<file path="config.mk">
export PLATFORM = sky130hd
export DESIGN_NAME = instr_sequencer
export DESIGN_NICKNAME = d
export VERILOG_FILES = /design/src/rtl/cpu_isa_pkg.sv /design/src/rtl/instr_decoder.sv /design/src/rtl/instr_sequencer.sv
export SDC_FILE = /design/constraint.sdc
export NUM_CORES = 1
export LEC_CHECK = 0
export ABC_AREA = 1
export CAP_MARGIN = 20
export CORE_MARGIN = 2
export CORE_UTILIZATION = 60
export DETAILED_ROUTE_END_ITERATION = 12
export DONT_BUFFER_PORTS = 1
export GPL_TIMING_DRIVEN = 0
export PLACE_DENSITY = 0.81
export SLEW_MARGIN = 20
export SYNTH_ARGS = -nofsm -noshare
export SYNTH_HDL_FRONTEND = slang
export SYNTH_SLANG_ARGS = --single-unit
</file>
<file path="constraint.sdc">
create_clock -name CLK -period 1.9 [get_ports CLK]
set_clock_uncertainty 0.15 [all_clocks]
set_input_delay 0.38 -clock CLK [delete_from_list [all_inputs] [get_ports CLK]]
set_output_delay 0.38 -clock CLK [all_outputs]
set_load 0.01 [all_outputs]
</file>
<file path="src/rtl/cpu_isa_pkg.sv">
// rtl/cpu_isa_pkg.sv - ISA constants, field positions and sequencer states
package cpu_isa_pkg;

    localparam logic [7:0] OP_LOADI = 8'h00;
    localparam logic [7:0] OP_MOV   = 8'h01;
    localparam logic [7:0] OP_ADD   = 8'h02;
    localparam logic [7:0] OP_SUB   = 8'h03;
    localparam logic [7:0] OP_AND   = 8'h04;
    localparam logic [7:0] OP_OR    = 8'h05;

    localparam logic [2:0] ALU_PASS = 3'b000;
    localparam logic [2:0] ALU_ADD  = 3'b001;
    localparam logic [2:0] ALU_AND  = 3'b010;
    localparam logic [2:0] ALU_OR   = 3'b011;

    localparam int OP_HI   = 31;
    localparam int OP_LO   = 24;
    localparam int DEST_HI = 18;
    localparam int DEST_LO = 16;
    localparam int SRC1_HI = 10;
    localparam int SRC1_LO = 8;
    localparam int SRC2_HI = 2;
    localparam int SRC2_LO = 0;
    localparam int IMM_HI  = 7;
    localparam int IMM_LO  = 0;

    typedef enum logic [2:0] {
        ST_IDLE,
        ST_FETCH,
        ST_DECODE,
        ST_OPWAIT,
        ST_WB,
        ST_NEXT
    } state_t;

endpackage

</file>
<file path="src/rtl/instr_decoder.sv">
// rtl/instr_decoder.sv - combinational opcode to ALU select decode
module instr_decoder
    import cpu_isa_pkg::*;
(
    input  logic [7:0] op,
    output logic [2:0] aluop,
    output logic       imm_sel,
    output logic       neg_sel,
    output logic       legal
);

    // Map opcode to ALU function and operand-2 selects; unknown opcodes are flagged illegal
    always_comb begin
        aluop   = ALU_PASS;
        imm_sel = 1'b0;
        neg_sel = 1'b0;
        legal   = 1'b1;
        case (op)
            OP_LOADI: imm_sel = 1'b1;
            OP_MOV:   aluop   = ALU_PASS;
            OP_ADD:   aluop   = ALU_ADD;
            OP_SUB: begin
                aluop   = ALU_ADD;
                neg_sel = 1'b1;
            end
            OP_AND:   aluop   = ALU_AND;
            OP_OR:    aluop   = ALU_OR;
            default:  legal   = 1'b0;
        endcase
    end

endmodule

</file>
<file path="src/rtl/instr_sequencer.sv">
// rtl/instr_sequencer.sv - multi-cycle fetch/decode/writeback control sequencer
module instr_sequencer
    import cpu_isa_pkg::*;
#(
    parameter int READ_LAT = 1,
    parameter int ALU_LAT  = 1,
    parameter int PC_W     = 32
) (
    input  logic            CLK,
    input  logic            RESET,
    input  logic            RUN,
    output logic [PC_W-1:0] IMEM_ADDR,
    output logic            IMEM_REQ,
    input  logic            IMEM_ACK,
    input  logic [31:0]     INSTR,
    output logic [2:0]      OUT1ADDRESS,
    output logic [2:0]      OUT2ADDRESS,
    output logic [2:0]      INADDRESS,
    output logic            WRITE,
    output logic [2:0]      ALUOP,
    output logic [7:0]      IMMEDIATE,
    output logic            IMM_SEL,
    output logic            NEG_SEL,
    output logic            ILLEGAL,
    output logic            BUSY
);

    localparam int         LAT      = READ_LAT + ALU_LAT;
    localparam logic [7:0] CNT_INIT = 8'((LAT > 0) ? LAT - 1 : 0);

    state_t          state, state_nxt;
    logic [PC_W-1:0] pc;
    logic [7:0]      op_q;
    logic [2:0]      dest_q, src1_q, src2_q;
    logic [7:0]      imm_q;
    logic [7:0]      cnt;
    logic [2:0]      dec_aluop;
    logic            dec_imm_sel, dec_neg_sel, dec_legal;
    logic            unused_instr_bits;

    // Reserved instruction bits carry no meaning for this ISA
    assign unused_instr_bits = ^{INSTR[23:19], INSTR[15:11]};

    instr_decoder u_decoder (
        .op      (op_q),
        .aluop   (dec_aluop),
        .imm_sel (dec_imm_sel),
        .neg_sel (dec_neg_sel),
        .legal   (dec_legal)
    );

    // State register
    always_ff @(posedge CLK or negedge RESET) begin
        if (!RESET) state <= ST_IDLE;
        else        state <= state_nxt;
    end

    // PC, latched instruction fields and operand-wait down-counter
    always_ff @(posedge CLK or negedge RESET) begin
        if (!RESET) begin
            pc     <= '0;
            op_q   <= '0;
            dest_q <= '0;
            src1_q <= '0;
            src2_q <= '0;
            imm_q  <= '0;
            cnt    <= '0;
        end else begin
            case (state)
                ST_FETCH: if (IMEM_ACK) begin
                    op_q   <= INSTR[OP_HI:OP_LO];
                    dest_q <= INSTR[DEST_HI:DEST_LO];
                    src1_q <= INSTR[SRC1_HI:SRC1_LO];
                    src2_q <= INSTR[SRC2_HI:SRC2_LO];
                    imm_q  <= INSTR[IMM_HI:IMM_LO];
                end
                ST_DECODE: cnt <= CNT_INIT;
                ST_OPWAIT: if (cnt != 8'd0) cnt <= cnt - 8'd1;
                ST_NEXT:   pc  <= pc + PC_W'(4);
                default: ;
            endcase
        end
    end

    assign IMEM_ADDR = pc;

    // Next-state logic and state-decoded outputs; decode outputs live from DECODE through WB
    always_comb begin
        state_nxt   = state;
        IMEM_REQ    = 1'b0;
        WRITE       = 1'b0;
        ILLEGAL     = 1'b0;
        BUSY        = (state != ST_IDLE);
        OUT1ADDRESS = '0;
        OUT2ADDRESS = '0;
        INADDRESS   = '0;
        ALUOP       = '0;
        IMMEDIATE   = '0;
        IMM_SEL     = 1'b0;
        NEG_SEL     = 1'b0;

        if (state == ST_DECODE || state == ST_OPWAIT || state == ST_WB) begin
            OUT1ADDRESS = src1_q;
            OUT2ADDRESS = src2_q;
            INADDRESS   = dest_q;
            ALUOP       = dec_aluop;
            IMMEDIATE   = imm_q;
            IMM_SEL     = dec_imm_sel;
            NEG_SEL     = dec_neg_sel;
        end

        case (state)
            ST_IDLE: if (RUN) state_nxt = ST_FETCH;
            ST_FETCH: begin
                IMEM_REQ = 1'b1;
                if (IMEM_ACK) state_nxt = ST_DECODE;
            end
            ST_DECODE: begin
                if (!dec_legal) begin
                    ILLEGAL   = 1'b1;
                    state_nxt = ST_NEXT;
                end else if (LAT == 0) begin
                    state_nxt = ST_WB;
                end else begin
                    state_nxt = ST_OPWAIT;
                end
            end
            ST_OPWAIT: if (cnt == 8'd0) state_nxt = ST_WB;
            ST_WB: begin
                WRITE     = 1'b1;
                state_nxt = ST_NEXT;
            end
            ST_NEXT: state_nxt = RUN ? ST_FETCH : ST_IDLE;
            default: state_nxt = ST_IDLE;
        endcase
    end

endmodule

</file>
Word level (Yosys, flattened, before mapping)

Cells that the tools add are included.

Divide/modulo/power cells: 0
Shift operators: 0
$mul: 0
Bitwise logic cells: 0
Reductions and logical operators: 13
$add $sub $neg: 2
Magnitude comparators: 0
Equality and inequality tests: 14
Multiplexer cells: 23

Operator list:

| cell                    | count |
|---|---|
| $add A32 B3 Y32 const B | 1 |
| $mux W3                 | 8 |
| $pmux W3 S6             | 1 |
| $eq A8 B2 Y1 const B    | 2 |
| $eq A8 B3 Y1 const B    | 2 |
| $logic_not A8 Y1        | 2 |
| $mux W8                 | 2 |
| $pmux W8 S2             | 1 |
| $mux W1                 | 10 |
| $eq A8 B1 Y1 const B    | 1 |
| $reduce_bool A8 Y1      | 1 |
| $sub A8 B1 Y8 const B   | 1 |
| $eq A3 B2 Y1 const B    | 2 |
| $eq A3 B3 Y1 const B    | 2 |
| $ne A2 B2 Y1 const B    | 3 |
| $pmux W2 S3             | 1 |
| $reduce_or A6 Y1        | 1 |
| $reduce_and A2 Y1       | 2 |
| $eq A3 B1 Y1 const B    | 1 |
| $logic_not A3 Y1        | 1 |
| $reduce_and A3 Y1       | 1 |
| $reduce_bool A3 Y1      | 1 |
| $logic_or A1 B1 Y1      | 2 |
| $ne A2 B1 Y1 const B    | 1 |
| other kinds (2)         | 2 |

Logic and storage cells: 60
Output and inout port bits: 58
Bits in writable memories: 0
Register bits after elaboration: 68
Memories: 0
Input bits: 36
Latch bits: 0
Bits in read-only memories: 0

Depth between registers and ports, before layout

Word-level depth: 5
Mapped depth: 10
Depth with buffers taken out: 10

Cells and area by module

From an unflattened synthesis, not the netlist that was laid out.

Cells, all modules: 458
Area, all modules: 3567.2 um2

By module, submodules not included:

| module          | times used | sequential area each (um2) | cells each | area an instance (um2) |
|---|---|---|---|---|
| instr_sequencer | 1          | 1576.5                     | 427        | 3414.5 |
| instr_decoder   | 1          | 0.0                        | 31         | 152.6 |

Worst setup path before layout

OpenSTA, ideal clock, no wires.

Path kind: reg2out
Start: reg state[0]
End: out OUT2ADDRESS[0]
Required time: 1.370 ns
Path slack: 0.076 ns
Arrival: 1.294 ns
Stages on the path, launching flop included: 8
Cells stage by stage: dfrtp_1 inv_2 nand3_1 nand2_1 inv_1 buf_2 nor2_1 buf_4

Longest elaborated chain between the ends: 4
Elaborated cells between the ends (all ways): 6

RTL lines:

| element                | RTL line               | text |
|---|---|---|
| start, declared        | instr_sequencer.sv:31  | `state_t state, state_nxt;` |
| start signal, assigned | instr_sequencer.sv:55  | `else state <= state_nxt;` |
| $eq A3 B2 Y1           | instr_sequencer.sv:102 | `if (state == ST_DECODE \|\| state == ST_OPWAIT \|\| state == ST_WB) begin` |
| $logic_or A1 B1 Y1     | instr_sequencer.sv:102 |  |
| $logic_or A1 B1 Y1 (*) | instr_sequencer.sv:102 |  |
| $mux W3 (*)            | instr_sequencer.sv:102 |  |
| end, declared          | instr_sequencer.sv:17  | `output logic [2:0] OUT2ADDRESS,` |

Every way passes the cells marked *; elsewhere a longest branch is shown, timed or not.

Worst setup path after layout

Start: reg state[1]
End: out NEG_SEL

Longest elaborated chain between the ends: 4
Elaborated cells between the ends (all ways): 6

RTL lines:

| element                | RTL line               | text |
|---|---|---|
| $eq A3 B2 Y1           | instr_sequencer.sv:102 |  |
| $logic_or A1 B1 Y1     | instr_sequencer.sv:102 |  |
| $logic_or A1 B1 Y1 (*) | instr_sequencer.sv:102 |  |
| $mux W1 (*)            | instr_sequencer.sv:102 |  |
| end, declared          | instr_sequencer.sv:23  | `output logic NEG_SEL,` |

Marked as above.

==> metrics.txt <==
fin crit share=113.0%; worst hold slack=-0.4259 ns; area of placed instances=~3600 um2; worst-skew pair later-pin latency=0.35 ns; crit-path cells=inv_2, nand3_4, nand2_4, nand4_1, nor4_4; Mapped Cells=458; CTS buffer count=9; worst path required time=1.37 ns; initial antenna violation count=0; vias per cell=approximately 5.4; Tmin final=between 2 and 2.5 ns; die width=80.17 um; total power=roughly 5.3 mW; Final GP Congestion=just under 0.9; Pint=~3.1 mW; area grow syn2layout=18.12%; post-synthesis mux area share=less than 1%; CP max-delay cell=dfrtp_1; Clock power frac=between 20% and 30%; Hold WC Path Type=input pin to asynchronous set/reset pin; RSZ-0062 raised after global routing=true; Core Area=approximately 5500 um2; CP delay by family, top=simple AND/OR/NAND/NOR gates; YS warnings=0; part of the power in registers=between 30 and 40%; CTS tree=yes; Max Cap Viol=0; status=finished with violations; total track usage=about a quarter; Power Dens Cells=~1300 nW/um2; area of the die=between 6000 and 7000 um2; Rows=27; Residual DRC=0; final WL=roughly 8400 um; CP Capture Type=output pin; Startpoint Class=register; Logic pwr share=around two fifths; sw power=about 2.2 mW; Seq/Total Area, Yosys=between 40% and 50%; die height=around 80 um; WS Path Type=register to output pin; WP buf/inv=1; Worst VDD drop=approximately 0.86 mV; Design Area, Final=slightly above 4000 um2; Crit path arrival time=around 1.6 ns; xor-xnor portion of the synthesized cell area=under 10%; final net count=524; Antenna Violating Nets Remaining=0; global-route wire length before repair=between 10000 and 15000 um; fmax=approximately 470 MHz; Starting Density=62.83%; vias in the first global route=just under 3000; Final Hold Violating Endpoints=63; Final Setup Violations=23; IO buf count=0; Longest Clk Path Bufs=2; WP depth=5; vias=between 3000 and 4000; Synth Area in Compound Gates=about 5.2%; Layout Utilization=about three quarters; Sw Share=41.60%; Post-Synth Simple-Gate Area=33.07%; drt pass-1 iters=5; diode count=0; detailed router's first-iteration violation count=between 150 and 200; Final Max Slew Viols=0; Netlist cell types=31; Fillers=just under 400; #FFs+latches synth=between 60 and 70; Post-Syn Area=3481 um2; Adder-Cell Fraction of Synth Area=between 1 and 1.5%; commonest cells after routing, fill and taps aside=111 x nand2_1, 67 x nor2_1, 61 x dfrtp_1; Wirelength per Cell=roughly 15 um; largest net degree at the start of global routing=64; crit-path max FO=3; Clock Tree Root=clkbuf_8; share of cells above drive strength 1=a little over a fifth; Detailed Place HPWL=between 5000 and 6000 um; GR Overflow Total=0; commonest non-fill, non-tap cell in the layout=nand2_1; crit-path max cell delay=between 0.4 and 0.5 ns; slack of the critical path=-0.2479 ns; Leak=around 2.0 nW; r2r worst-path depth=11; clock sinks=63; Worst-path clk slew=0.08 ns; H-tree Lvls=3; Synth Area per Inst=7.600 um2; setup tns final=-2.560 ns; failing checks=hold timing, setup timing; IO Count=94; main combinational cell family by area after synthesis=simple AND/OR/NAND/NOR gates
-- area by class of cell --
type / count / area (um2) / area share (%)
Multi-Input combinational cell: 320 / 1765 / 42.94
Sequential cell: 63 / 1579 / 38.41
Inverter: 65 / 246.5 / 5.995
Timing Repair Buffer: 14 / 137.6 / 3.348
Clock buffer: 11 / 131.4 / 3.195
Buffer: 12 / 102.6 / 2.495
Tap cell: 72 / 90.09 / 2.191
Clock inverter: 5 / 58.81 / 1.430
-- flip-flops by register name (all words and copies together) (netlist names) --
signal     cells
op_q           8
src1_q         3
IMEM_ADDR     30
dest_q         3
state          3
cnt            8
imm_q          6
src2_q         2
-- Yosys cell counts --
| cell | number | area (um2) |
|---|---|---|
| nor3_4 | 1 | 16.27 |
| nand3_1 | 22 | 110.1 |
| nand4_1 | 6 | 37.54 |
| inv_2 | 5 | 18.77 |
| buf_6 | 1 | 11.26 |
| nand2_1 | 113 | 424.2 |
| nand3b_1 | 4 | 30.03 |
| nand2_2 | 6 | 37.54 |
| xnor2_1 | 4 | 35.03 |
| mux2_2 | 2 | 22.52 |
| o22ai_1 | 1 | 6.260 |
| nand3_2 | 3 | 30.03 |
| or2_2 | 1 | 6.260 |
| nor2_1 | 82 | 307.8 |
| nor3_1 | 3 | 15.01 |
| ha_1 | 3 | 37.54 |
| conb_1 | 1 | 3.750 |
| nor2_4 | 6 | 67.56 |
| o21ai_0 | 8 | 40.04 |
| a31oi_1 | 1 | 6.260 |
| buf_4 | 6 | 45.04 |
| nor2_2 | 4 | 25.02 |
| buf_2 | 5 | 25.02 |
| dfrtp_1 | 63 | 1577 |
| a21oi_1 | 24 | 120.1 |
| inv_1 | 60 | 225.2 |
| xor2_1 | 17 | 148.9 |
| nor4_1 | 2 | 12.51 |
| a21boi_1 | 1 | 7.510 |
| nand2_4 | 1 | 11.26 |
| nor3_2 | 2 | 20.02 |
-- final timing paths --
path | startpoint | to | slack (ns)
setup / recovery | state[1] | NEG_SEL | -0.25
hold / removal | RESET | imm_q[6] | -0.43
setup reg to reg | state[1] | IMEM_ADDR[19] | -0.05
hold reg to reg | src1_q[2] | src1_q[2] | 0.37
max in group asynchronous | RESET | IMEM_ADDR[3] | 1.91
min in group CLK | INSTR[0] | src2_q[0] | 0.03
-- metal layers --
metal  global-route usage (%)  share of wire [%]  up-vias
met1                    30.13                 40     1462
li1                         -                  -     1455
met4                    12.88                1.8        0
met2                    45.67                 51      122
met5                        0                  0        -
met3                    8.427                7.3       22
-- logic make-up (layout without fill, tap and decap cells) --
logic type               count (synthesis)  after routing
multiplexers                             2              2
adder cells (fa/ha/maj)                  3              3
flip-flops                              63             63
other                                    1              3
XOR/XNOR                                21             21
buffers and inverters                   77            107
AND/OR/NAND/NOR                        256            256
AO/OA/AOI/OAI                           35             35
-- power by group through the flow --
stage                     Sequential (mW)  Combinational, mW  Clock (mW)
after floorplan                      1.85               1.27           0
after global placement               1.89               1.46           0
after detailed placement             1.91               1.53           0
after CTS                            1.88               1.93        1.16
after global routing                 1.96               2.42        1.24
final                                1.92               2.23        1.16
-- through the flow --
stage / setup WS (ns) / instances
2_1_floorplan: 0.07603 / 460
3_3_place_gp: -0.08383 / 532
3_5_place_dp: -0.1022 / 532
4_1_cts: -0.1366 / 554
5_1_grt: -0.2946 / 562
6_report: -0.2479 / 562
-- worst register-to-register path, cell delays in order (launching register included) --
cell     delay [ns]
dfrtp_1        0.47
inv_2          0.12
buf_4          0.11
buf_4          0.11
nand3_2        0.10
buf_6          0.17
nor2_4         0.12
nand2_4        0.10
nor3_4         0.18
nand2_1        0.08
nand2_1        0.08
inv_1          0.04
-- what timing repair did --
action,4_1_cts,5_1_grt
pin swaps,4,8
hold endpoints to repair,63,63
gates cloned,1,0
endpoints found under the setup margin,22,25
resized for setup,35,25
setup buffers,5,8
Note: power is estimated with default switching activity, not from simulation.
